[config.mk]
export PLATFORM = sky130hd
export DESIGN_NAME = mux_4to1
export DESIGN_NICKNAME = d
export VERILOG_FILES = /design/src/rtl/mux_4to1.sv
export SDC_FILE = /design/constraint.sdc
export NUM_CORES = 1
export LEC_CHECK = 0
export CAP_MARGIN = 40
export CELL_PAD_IN_SITES_DETAIL_PLACEMENT = 1
export CELL_PAD_IN_SITES_GLOBAL_PLACEMENT = 2
export CORE_AREA = 2 2 39 41
export CTS_CLUSTER_SIZE = 12
export DETAILED_ROUTE_END_ITERATION = 7
export DIE_AREA = 0 0 41 43
export PLACE_DENSITY_LB_ADDON = 0.25
export SYNTH_ARGS = -nofsm -noshare
export SYNTH_HDL_FRONTEND = slang
export SYNTH_SLANG_ARGS = --single-unit
[constraint.sdc]
create_clock -name clk -period 0.9 [get_ports clk]
set_clock_uncertainty 0.2 [all_clocks]
set_input_delay 0.09 -clock clk [delete_from_list [all_inputs] [get_ports clk]]
set_output_delay 0.09 -clock clk [all_outputs]
set_load 0.005 [all_outputs]
[src/rtl/mux_4to1.sv]
// Registered 4:1 multiplexer: gate-level per-bit select datapath feeding an
// enable-gated output register with an asynchronous, active-high reset.
module mux_4to1 #(
    parameter int WIDTH = 1
) (
    input  logic             clk,
    input  logic             rst,
    input  logic             en,
    input  logic [WIDTH-1:0] I0,
    input  logic [WIDTH-1:0] I1,
    input  logic [WIDTH-1:0] I2,
    input  logic [WIDTH-1:0] I3,
    input  logic             S1,
    input  logic             S2,
    output logic [WIDTH-1:0] Y_comb,
    output logic [WIDTH-1:0] Y,
    output logic [1:0]       sel_q
);

    // Select literals are shared across bits; X/Z on S1/S2 flows through
    // these gates with no special-casing.
    logic s1_n;
    logic s2_n;

    assign s1_n = ~S1;
    assign s2_n = ~S2;

    logic [WIDTH-1:0] term0;
    logic [WIDTH-1:0] term1;
    logic [WIDTH-1:0] term2;
    logic [WIDTH-1:0] term3;

    // One 3-input AND per data input and one 4-input OR, replicated per bit.
    for (genvar b = 0; b < WIDTH; b++) begin : g_bit
        assign term0[b]  = I0[b] & s1_n & s2_n;
        assign term1[b]  = I1[b] & s1_n & S2;
        assign term2[b]  = I2[b] & S1   & s2_n;
        assign term3[b]  = I3[b] & S1   & S2;
        assign Y_comb[b] = term0[b] | term1[b] | term2[b] | term3[b];
    end

    // en is a plain load strobe: Y and sel_q hold indefinitely while it is low.
    always_ff @(posedge clk or posedge rst) begin
        if (rst) begin
            Y     <= '0;
            sel_q <= 2'b00;
        end else if (en) begin
            Y     <= Y_comb;
            sel_q <= {S1, S2};
        end
    end

endmodule

**Yosys cells after proc, flatten, opt, wreduce, memory -nomap -nowiden**

Cells that the tools add are included.

- Logic and storage cells: 15
- Input port bits: 9
- Register bits: 3
- Output and inout bits: 4

- Bitwise gates (word level): 13

Operators with widths:

| cell | count |
|---|---|
| 1-bit AND | 8 |
| 1-bit OR | 3 |
| 1-bit NOT | 2 |

**Longest topological paths before layout**

Gate-level depths: netlist of run 1.

- Depth in word-level cells: 6
- Mapped depth: 2
- Gate-level depth less buffers: 2

**Least setup slack after synthesis of run 1**

OpenSTA, ideal clock, no wires.

- Path type: register -> register
- Start point: register sel_q[1] (netlist name)
- End point: register sel_q[1]
- Required time: 575 ps
- Path buffers: 0
- Setup time: 125 ps
- Data arrival time: 612 ps
- Clock period less this slack: 937 ps
- Stages on the path, launching flop included: 2
- Slack: -37 ps
- Path through: dfrtp_1 mux2_2

RTL lines:

| what | RTL line | RTL |
|---|---|---|
| to (signal assigned) | 49 | `sel_q <= {S1, S2};` |
| to (decl) | 17 | `output logic [1:0] sel_q` |

**Final worst setup path of run 1**

- Start point: register Y
- End point: output port Y

RTL lines:

| what | RTL line | RTL |
|---|---|---|
| from (decl) | 16 | `output logic [WIDTH-1:0] Y,` |
| from (signal assigned) | 48 | `Y <= Y_comb;` |

No word-level cell between the ends.

==> impl_metrics.env, run 1 <==
export IMPL_die_x_um=41
export IMPL_diodes=0
export IMPL_grt_pass1_vias=224
export IMPL_dp_hpwl_um=397
export IMPL_cts_tree="built"
export IMPL_placedInstanceArea_um2=324
export IMPL_cts_made_buffers=3
export IMPL_path_max_fanout=2
export IMPL_synth_top_flop_cell="dfrtp_1"
export IMPL_clk_path_buf_depth=2
export IMPL_fin_crit_ps=1020
export IMPL_r2r_end="sel_q[1]"
export IMPL_leakage_nw=0.177
export IMPL_rr_worst_depth=1
export IMPL_clock_sinks=3
export IMPL_portBuffers=12
export IMPL_relSlewSlack_pct=89.7
export IMPL_synth_warning_count=0
export IMPL_finalMaxSlewViolations=0
export IMPL_grt_ovfl_total=0
export IMPL_synth_fp_nets=23
export IMPL_root_buffer="clkbuf_4"
export IMPL_drive_above_1_share_pct=61.1
export IMPL_crit_buf_inv=1
export IMPL_hold_viol_final=3
export IMPL_rrSetupSlack_ps=-30
export IMPL_holdWs_ps=-169
export IMPL_reg2reg_from="sel_q[1]"
export IMPL_critical_path_cell_chain="buf_2"
export IMPL_nets=46
export IMPL_syn_inst=14
export IMPL_startpoint_type="register"
export IMPL_slowest_delay_ps=370
export IMPL_grt_max_degree=6
export IMPL_fmaxAchievable_ghz=0.984
export IMPL_violations="hold timing, setup timing"
export IMPL_drt_first_pass_iters=2
export IMPL_postRouteAntennaNets=0
export IMPL_vias=189
export IMPL_io_pin_count=13
export IMPL_syn_to_final_growth_pct=137
export IMPL_worstSetupPathType="reg2out"
export IMPL_row_count=14
export IMPL_dieArea_um2=1760
export IMPL_grt_usage_pct=7.14
export IMPL_synth_edf_count=0
export IMPL_route_detailed_drc=0
export IMPL_end_kind="output port"
export IMPL_wl_um=555
export IMPL_hold_class="in2async"
export IMPL_fin_ws_ps=-116
export IMPL_setup_violations=5
export IMPL_status="finished, violations left"
export IMPL_globalplace_congestion=0.565
export IMPL_detail_route_iter0_violations=2
export IMPL_cp_top_family="flip-flops"
export IMPL_slowest_stage="dfrtp_1"
export IMPL_start_util_pct=11.1
export IMPL_fin_crit_sh_pct=113
export IMPL_grt_pass1_wl_um=779
export IMPL_synth_seq_area_share_pct=48.8
export IMPL_worst_pin_slew_ps=152
export IMPL_cp_required_ps=610
export IMPL_stdcell_area_um2=365
export IMPL_synth_commonest_cells="dfrtp_1 (3), mux2i_1 (3), inv_1 (2), nand2b_1 (2)"
export IMPL_yosysTopAreaCellShare_pct=48.8
export IMPL_htreeDepth=1
export IMPL_power_w=0.000527
export IMPL_crit_arrival_ps=730
export IMPL_fin_util_pct=26.4
export IMPL_antenna_found_initial=0
export IMPL_yosys_top_cells_area="dfrtp_1 (49%), mux2i_1 (20%), nand2b_1 (8.1%), mux2_2 (7.3%), o221ai_1 (5.7%)"
export IMPL_ys_async_sr_fraction_pct=100
export IMPL_wl_per_cell_um=10.7
export IMPL_clk_latency_ps=230
export IMPL_avgViaCountPerCell=3.63
export IMPL_ir_drop_mv=0.612
export IMPL_coreArea_um2=1380
export IMPL_rsz0062_at_grt="true"
export IMPL_max_cap_viol_count=0
export IMPL_clk_pin_slew_ps=40
export IMPL_synth_top_area_cell="dfrtp_1"
export IMPL_synth_area_um2=154
export IMPL_fillerInstances=166
export IMPL_powerDensity_nw_per_um2=1440
export IMPL_chipHeight_um=43
export IMPL_ys_types=8
export IMPL_avgSynthCellArea_um2=11.0
export IMPL_ys_ff_latch=3
==> flip-flops by register name (all words and copies together), names as in the netlist <==
name / cells
Y: 1
sel_q: 2
==> where the power goes <==
part           internal (W)  switching [W]  total, W
sequential         0.000150     0.00000631  0.000156
clock              0.000166      0.0000668  0.000233
combinational     0.0000866      0.0000512  0.000138
total              0.000402       0.000124  0.000527
==> cells by family (layout without fill, tap and decap cells) <==
logic type / count (synthesis) / in the layout / synth area share [%]
muxes: 4 / 4 / 26.8
AOI/OAI and AO/OA: 2 / 2 / 8.94
DFF: 3 / 3 / 48.8
and+or+nand+nor: 3 / 3 / 10.6
buffers and inverters: 2 / 24 / 4.88
==> how the worst max path moves through the flow <==
stage	startpoint	end	slack [ps]	cells past startpoint
after floorplan	sel_q[1]	sel_q[1]	-40	1
after global placement	S1	Y_comb	-820	4
after detailed placement	S1	Y_comb	-870	4
after CTS	Y	Y	-130	1
after global routing	Y	Y	-150	1
final	Y	Y	-120	1
==> cells in the final DEF (no fill, tap or decap), types with 2 or more instances in the layout <==
master / count
buf_2: 5
inv_1: 2
clkbuf_4: 3
dfrtp_1: 3
buf_4: 6
mux2i_4: 2
clkbuf_2: 3
nand2b_1: 2
==> repair_timing <==
item / CTS / global route
setup buffers: 2 / 0
endpoints found under the setup margin: 7 / 6
resized for setup: 36 / 9
pin swaps: 0 / 0
hold endpoints to repair: 3 / 3
==> through the flow <==
stage	instances	hold WS (ps)	setup WS, ps	setup TNS (ps)
after CTS	52	-173	-130	-493
final	52	-169	-116	-399
after global placement	46	63.4	-815	-2760
after detailed placement	46	76.1	-867	-2830
after floorplan	14	-356	-37.2	-37.2
after global routing	52	-158	-149	-544
==> layer usage <==
metal,vias to the layer above,share of wire [%],track usage (%)
met1,84,38,6.77
li1,93,-,-
met5,-,0,0
met4,0,0,8.00
met3,0,16,2.62
met2,12,46,10.3
==> layout make-up <==
type / count / area [µm²] / share of cell area [%]
clock buffer: 4 / 26.3 / 7.19
inverter: 2 / 7.51 / 2.05
multi-input combinational: 9 / 103 / 28.1
sequential: 3 / 75.1 / 20.5
tap: 16 / 20.0 / 5.48
timing repair buffer: 18 / 134 / 36.6
Note: power is estimated with default switching activity, not from simulation.
==> run 2, diff against run 1 <==
==> constraint.sdc (replaced) <==
create_clock -name clk -period 0.9 [get_ports clk]
set_clock_uncertainty 0.2 [all_clocks]
set_input_delay 0.225 -clock clk [delete_from_list [all_inputs] [get_ports clk]]
set_output_delay 0.225 -clock clk [all_outputs]
set_load 0.005 [all_outputs]
==> run 2 against run 1 <==
  * The flow still finishes with violations (hold timing, setup timing)
  * Register-to-register slack worse by 40 ps
  * Wire length is 0.54% higher
  * Via count is 1.6% higher
  * Sequential share of layout area is 0.48 points lower
  * Worst setup slack worse by 170 ps
  * First-iteration DRC count is 50% lower
  * Largest cell class unchanged
  * Combinational power is 5% higher
  * Power is 2.6% higher
  * Critical path depth is 3 higher
==> impl_metrics.env, run 2 (synthesis gave the netlist of run 1 again) <==
export IMPL_startpoint_type="input port"
export IMPL_critical_path_cell_chain="buf_12 > mux2i_4 > mux2i_1 > buf_2"
export IMPL_combPwrFrac_pct=26.9
export IMPL_hold_class="in2async"
export IMPL_intPower_w=0.000410
export IMPL_grt_usage_pct=7.25
export IMPL_status="finished, violations left"
export IMPL_grt_max_degree=6
export IMPL_p_sw_share_pct=24.2
export IMPL_max_cap_viol_count=0
export IMPL_avgViaCountPerCell=3.62
export IMPL_wl_um=558
export IMPL_slowest_delay_ps=170
export IMPL_worstSetupPathType="in2out"
export IMPL_powerDensity_nw_per_um2=1440
export IMPL_wl_per_cell_um=10.5
export IMPL_clk_latency_ps=230
export IMPL_power_frac_seq_pct=28.8
export IMPL_route_detailed_drc=0
export IMPL_place_ws_ps=-1100
export IMPL_nets=47
export IMPL_coreArea_um2=1380
export IMPL_diodes=0
export IMPL_htreeDepth=1
export IMPL_grt_pass1_wl_um=765
export IMPL_worst_pin_slew_ps=170
export IMPL_fin_ws_ps=-285
export IMPL_final_cell_mix="buf_2 (8), buf_4 (7), dfrtp_1 (3), clkbuf_4 (3)"
export IMPL_final_common_cell="buf_2"
export IMPL_syn_to_final_growth_pct=143
export IMPL_cts_tree="built"
export IMPL_cp_top_family="multiplexers"
export IMPL_largest_register_ffs=2
export IMPL_crit_arrival_ps=760
export IMPL_path_max_fanout=3
export IMPL_hold_viol_final=3
export IMPL_finalMaxSlewViolations=0
export IMPL_cp_required_ps=470
export IMPL_leakage_nw=0.180
export IMPL_fmaxAchievable_ghz=0.844
export IMPL_dieArea_um2=1760
export IMPL_power_switching_w=0.000131
export IMPL_regMostFlops="sel_q"
export IMPL_detail_route_iter0_violations=1
export IMPL_crit_buf_inv=2
export IMPL_chipHeight_um=43
export IMPL_cts_made_buffers=3
export IMPL_relSlewSlack_pct=88.6
export IMPL_die_x_um=41
export IMPL_rsz0062_at_grt="true"
export IMPL_start_util_pct=11.1
export IMPL_dp_cells=46
export IMPL_clkPwrFrac_pct=44.3
export IMPL_fin_crit_ps=1180
export IMPL_clk_pin_slew_ps=40
export IMPL_row_count=14
export IMPL_grt_pass1_vias=212
export IMPL_antenna_found_initial=0
export IMPL_vias=192
export IMPL_largestRegisters="sel_q: 2 flops, Y: 1 flops"
export IMPL_drive_above_1_share_pct=62.2
export IMPL_fin_crit_sh_pct=132
export IMPL_portBuffers=12
export IMPL_finalNonFillerCells=53
export IMPL_root_buffer="clkbuf_4"
export IMPL_slowest_stage="mux2i_4"
export IMPL_postRouteAntennaNets=0
export IMPL_globalplace_congestion=0.570
export IMPL_clk_path_buf_depth=2
export IMPL_ir_drop_mv=0.628
export IMPL_drt_first_pass_iters=2
export IMPL_clock_sinks=3
export IMPL_grt_ovfl_total=0
export IMPL_io_pin_count=13
export IMPL_holdWs_ps=-48.1
export IMPL_end_kind="output port"
export IMPL_setup_violations=6
export IMPL_violations="hold timing, setup timing"
[run 2: cell count changes in the layout (fill, tap and decap cells not counted), sizes merged]
cell and delta:
dlygate4sd2 -1, clkbuf -3, clkdlybuf4s15 +1, buf +4
[run 2: cell type report]
type                       instances  area, µm²
fill                             167       1010
tap                               16       20.0
sequential                         3       75.1
multi-input combinational          9        103
inverter                           2       7.51
clock buffer                       4       26.3
timing repair buffer              19        143
[run 2: metrics by stage]
step           TNS, ps  utilization (%)  total power [W]  area, µm²
3_3_place_gp     -3830             23.4         0.000290        324
3_5_place_dp     -3940             23.4         0.000292        324
2_1_floorplan    -78.4                -         0.000189        154
6_report         -1150             27.0         0.000541        374
5_1_grt          -1350             27.0         0.000596        374
4_1_cts          -1210             25.4         0.000545        352
[run 2: repair_timing]
| item | in CTS | in global routing |
|---|---|---|
| buffers inserted | 6 | 0 |
| hold endpoints to repair | 3 | 3 |
| endpoints found under the setup margin | 7 | 7 |
| pin swaps | 1 | 0 |
| gates resized for setup | 43 | 4 |
[run 2: worst paths after layout]
| check | startpoint | end | slack, ps | cells after the start |
|---|---|---|---|---|
| worst max-delay path | S1 | Y_comb | -280 | 4 |
| worst min-delay path | rst | sel_q[1] | -50 | 2 |
| worst max register to register | Y | Y | -70 | 3 |
| worst min register to register | sel_q[1] | sel_q[1] | 300 | 1 |
| max in group asynchronous | rst | Y | 420 | 2 |
| min in group clk | S1 | sel_q[1] | 140 | 3 |
[run 2: power by group through the flow]
stage	combinational [W]	sequential (W)	clock (W)
final	0.000145	0.000156	0.000239
after global routing	0.000159	0.000157	0.000280
after CTS	0.000136	0.000156	0.000253
after detailed placement	0.000133	0.000159	0
after global placement	0.000130	0.000159	0
after floorplan	0.0000295	0.000160	0
[run 2: routing by layer]
layer / vias up / part of all wire [%] / track usage, %
met3: 0 / 13 / 4.19
li1: 95 / - / -
met2: 12 / 50 / 10.6
met4: 0 / 0 / 8.00
met1: 85 / 37 / 5.84
met5: - / 0 / 0
==> run 3, diff against run 2 <==
--- a/config.mk
+++ b/config.mk
@@ -13,6 +13,7 @@
 export DETAILED_ROUTE_END_ITERATION = 7
 export DIE_AREA = 0 0 41 43
 export PLACE_DENSITY_LB_ADDON = 0.25
+export RECOVER_POWER = 25
 export SYNTH_ARGS = -nofsm -noshare
 export SYNTH_HDL_FRONTEND = slang
 export SYNTH_SLANG_ARGS = --single-unit
==> run 3 against run 2 <==
  * Largest power group unchanged
  * Sequential power barely moved
  * The run ends with setup timing left
  * Flip-flop and latch count did not move
  * Critical endpoint unchanged
  * Clock-buffer cell count did not move
  * Sequential share of layout area did not move
  * Final cell count did not move
  * Largest cell class unchanged
==> impl_metrics.env, run 3 (synthesis gave the netlist of run 1 again) <==
export IMPL_status="finished, violations left"
export IMPL_violations="setup timing"
export IMPL_fillerInstances=167
export IMPL_regMostFlops="sel_q"
export IMPL_coreArea_um2=1380
export IMPL_row_count=14
export IMPL_finalMaxSlewViolations=0
export IMPL_cts_made_buffers=3
export IMPL_root_buffer="clkbuf_4"
export IMPL_clock_sinks=3
export IMPL_portBuffers=12
export IMPL_clk_pin_slew_ps=40
export IMPL_vias=192
export IMPL_reg2reg_from="Y"
export IMPL_worst_pin_slew_ps=170
export IMPL_max_cap_viol_count=0
export IMPL_rr_worst_depth=3
export IMPL_critical_path_cell_chain="buf_12 > mux2i_4 > mux2i_1 > buf_2"
export IMPL_power_w=0.000540
export IMPL_wl_um=558
export IMPL_powerDensity_nw_per_um2=1440
export IMPL_finalNonFillerCells=53
export IMPL_route_detailed_drc=0
export IMPL_htreeDepth=1
export IMPL_syn_to_final_growth_pct=143
export IMPL_cp_required_ps=470
export IMPL_grt_pass1_wl_um=765
export IMPL_drt_first_pass_iters=2
export IMPL_detail_route_iter0_violations=1
export IMPL_path_max_fanout=3
export IMPL_diodes=0
export IMPL_slowest_delay_ps=170
export IMPL_drive_above_1_share_pct=62.2
export IMPL_largestRegisters="sel_q: 2 flops, Y: 1 flops"
export IMPL_hold_class="in2async"
export IMPL_fin_crit_ps=1180
export IMPL_hold_viol_final=0
export IMPL_end_kind="output port"
export IMPL_globalplace_congestion=0.570
export IMPL_nets=47
export IMPL_postRouteAntennaNets=0
export IMPL_start_util_pct=11.1
export IMPL_stdcell_area_um2=374
export IMPL_slowest_stage="mux2i_4"
export IMPL_worstSetupPathType="in2out"
export IMPL_grt_usage_pct=7.25
export IMPL_crit_arrival_ps=760
export IMPL_final_setup_tns_ps=-1150
export IMPL_final_common_cell="buf_2"
export IMPL_avgViaCountPerCell=3.62
export IMPL_ir_drop_mv=0.628
export IMPL_wl_per_cell_um=10.5
export IMPL_leakage_nw=0.181
export IMPL_grt_ovfl_total=0
export IMPL_rrSetupSlack_ps=-70
export IMPL_chipHeight_um=43
export IMPL_dp_cells=46
export IMPL_clk_path_buf_depth=2
export IMPL_fin_ws_ps=-285
export IMPL_grt_max_degree=6
export IMPL_die_x_um=41
export IMPL_grt_pass1_vias=212
export IMPL_io_pin_count=13
export IMPL_fmaxAchievable_ghz=0.844
export IMPL_setup_violations=6
export IMPL_r2r_end="Y"
export IMPL_clk_latency_ps=230
export IMPL_cts_tree="built"
export IMPL_final_cell_mix="buf_2 (8), buf_4 (7), dfrtp_1 (3), clkbuf_4 (3)"
export IMPL_antenna_found_initial=0
export IMPL_relSlewSlack_pct=88.6
export IMPL_dieArea_um2=1760
export IMPL_startpoint_type="input port"
export IMPL_placedInstanceArea_um2=324
export IMPL_rsz0062_at_grt="true"
export IMPL_place_ws_ps=-1100
export IMPL_largest_register_ffs=2
export IMPL_fin_crit_sh_pct=132
run 3: metal layers:
metal / vias up / wire [µm] / part of all wire (%) / GRT usage [%]
li1: 95 / - / - / -
met1: 85 / 204 / 37 / 5.84
met2: 12 / 278 / 50 / 10.6
met3: 0 / 75 / 13 / 4.19
met4: 0 / 0 / 0 / 8.00
met5: - / 0 / 0 / 0
run 3: how the worst max path moves through the flow:
stage,from,end,slack [ps]
finish,S1,Y_comb,-280
global route,S1,Y_comb,-320
CTS,S1,Y_comb,-290
detailed placement,S1,Y_comb,-1100
global placement,S1,Y_comb,-1070
floorplan,S1,Y_comb,-40
run 3: final cells by class:
type	count	area, µm²	share of cell area (%)
Multi-Input combinational cell	9	103	27.4
Clock buffer	4	26.3	7.02
Tap cell	16	20.0	5.35
Timing Repair Buffer	19	143	38.1
Inverter	2	7.51	2.01
Sequential cell	3	75.1	20.1
run 3: through the flow:
step	hold slack [ps]	util, %
global route	74.4	27.0
finish	89.3	27.0
global placement	199	23.4
detailed placement	199	23.4
floorplan	-221	-
CTS	-55.1	25.4
run 3: timing repair:
action | CTS | global route
endpoints found under the setup margin | 7 | 7
gates cloned | 0 | 0
setup buffers | 6 | 0
pin swaps | 1 | 0
endpoints found under the hold margin | 3 | 3
resized for setup | 43 | 4
run 3: power breakdown:
group	leakage, nW	switching [W]	internal [W]	total, W
registers	0.0361	0.00000607	0.000150	0.000156
clock network	0.0150	0.0000731	0.000166	0.000239
logic	0.129	0.0000514	0.0000930	0.000144
run 3: critical path: cells and delay by family:
kind     cells  cell delay [ps]
buf+inv      2              240
mux          2              290
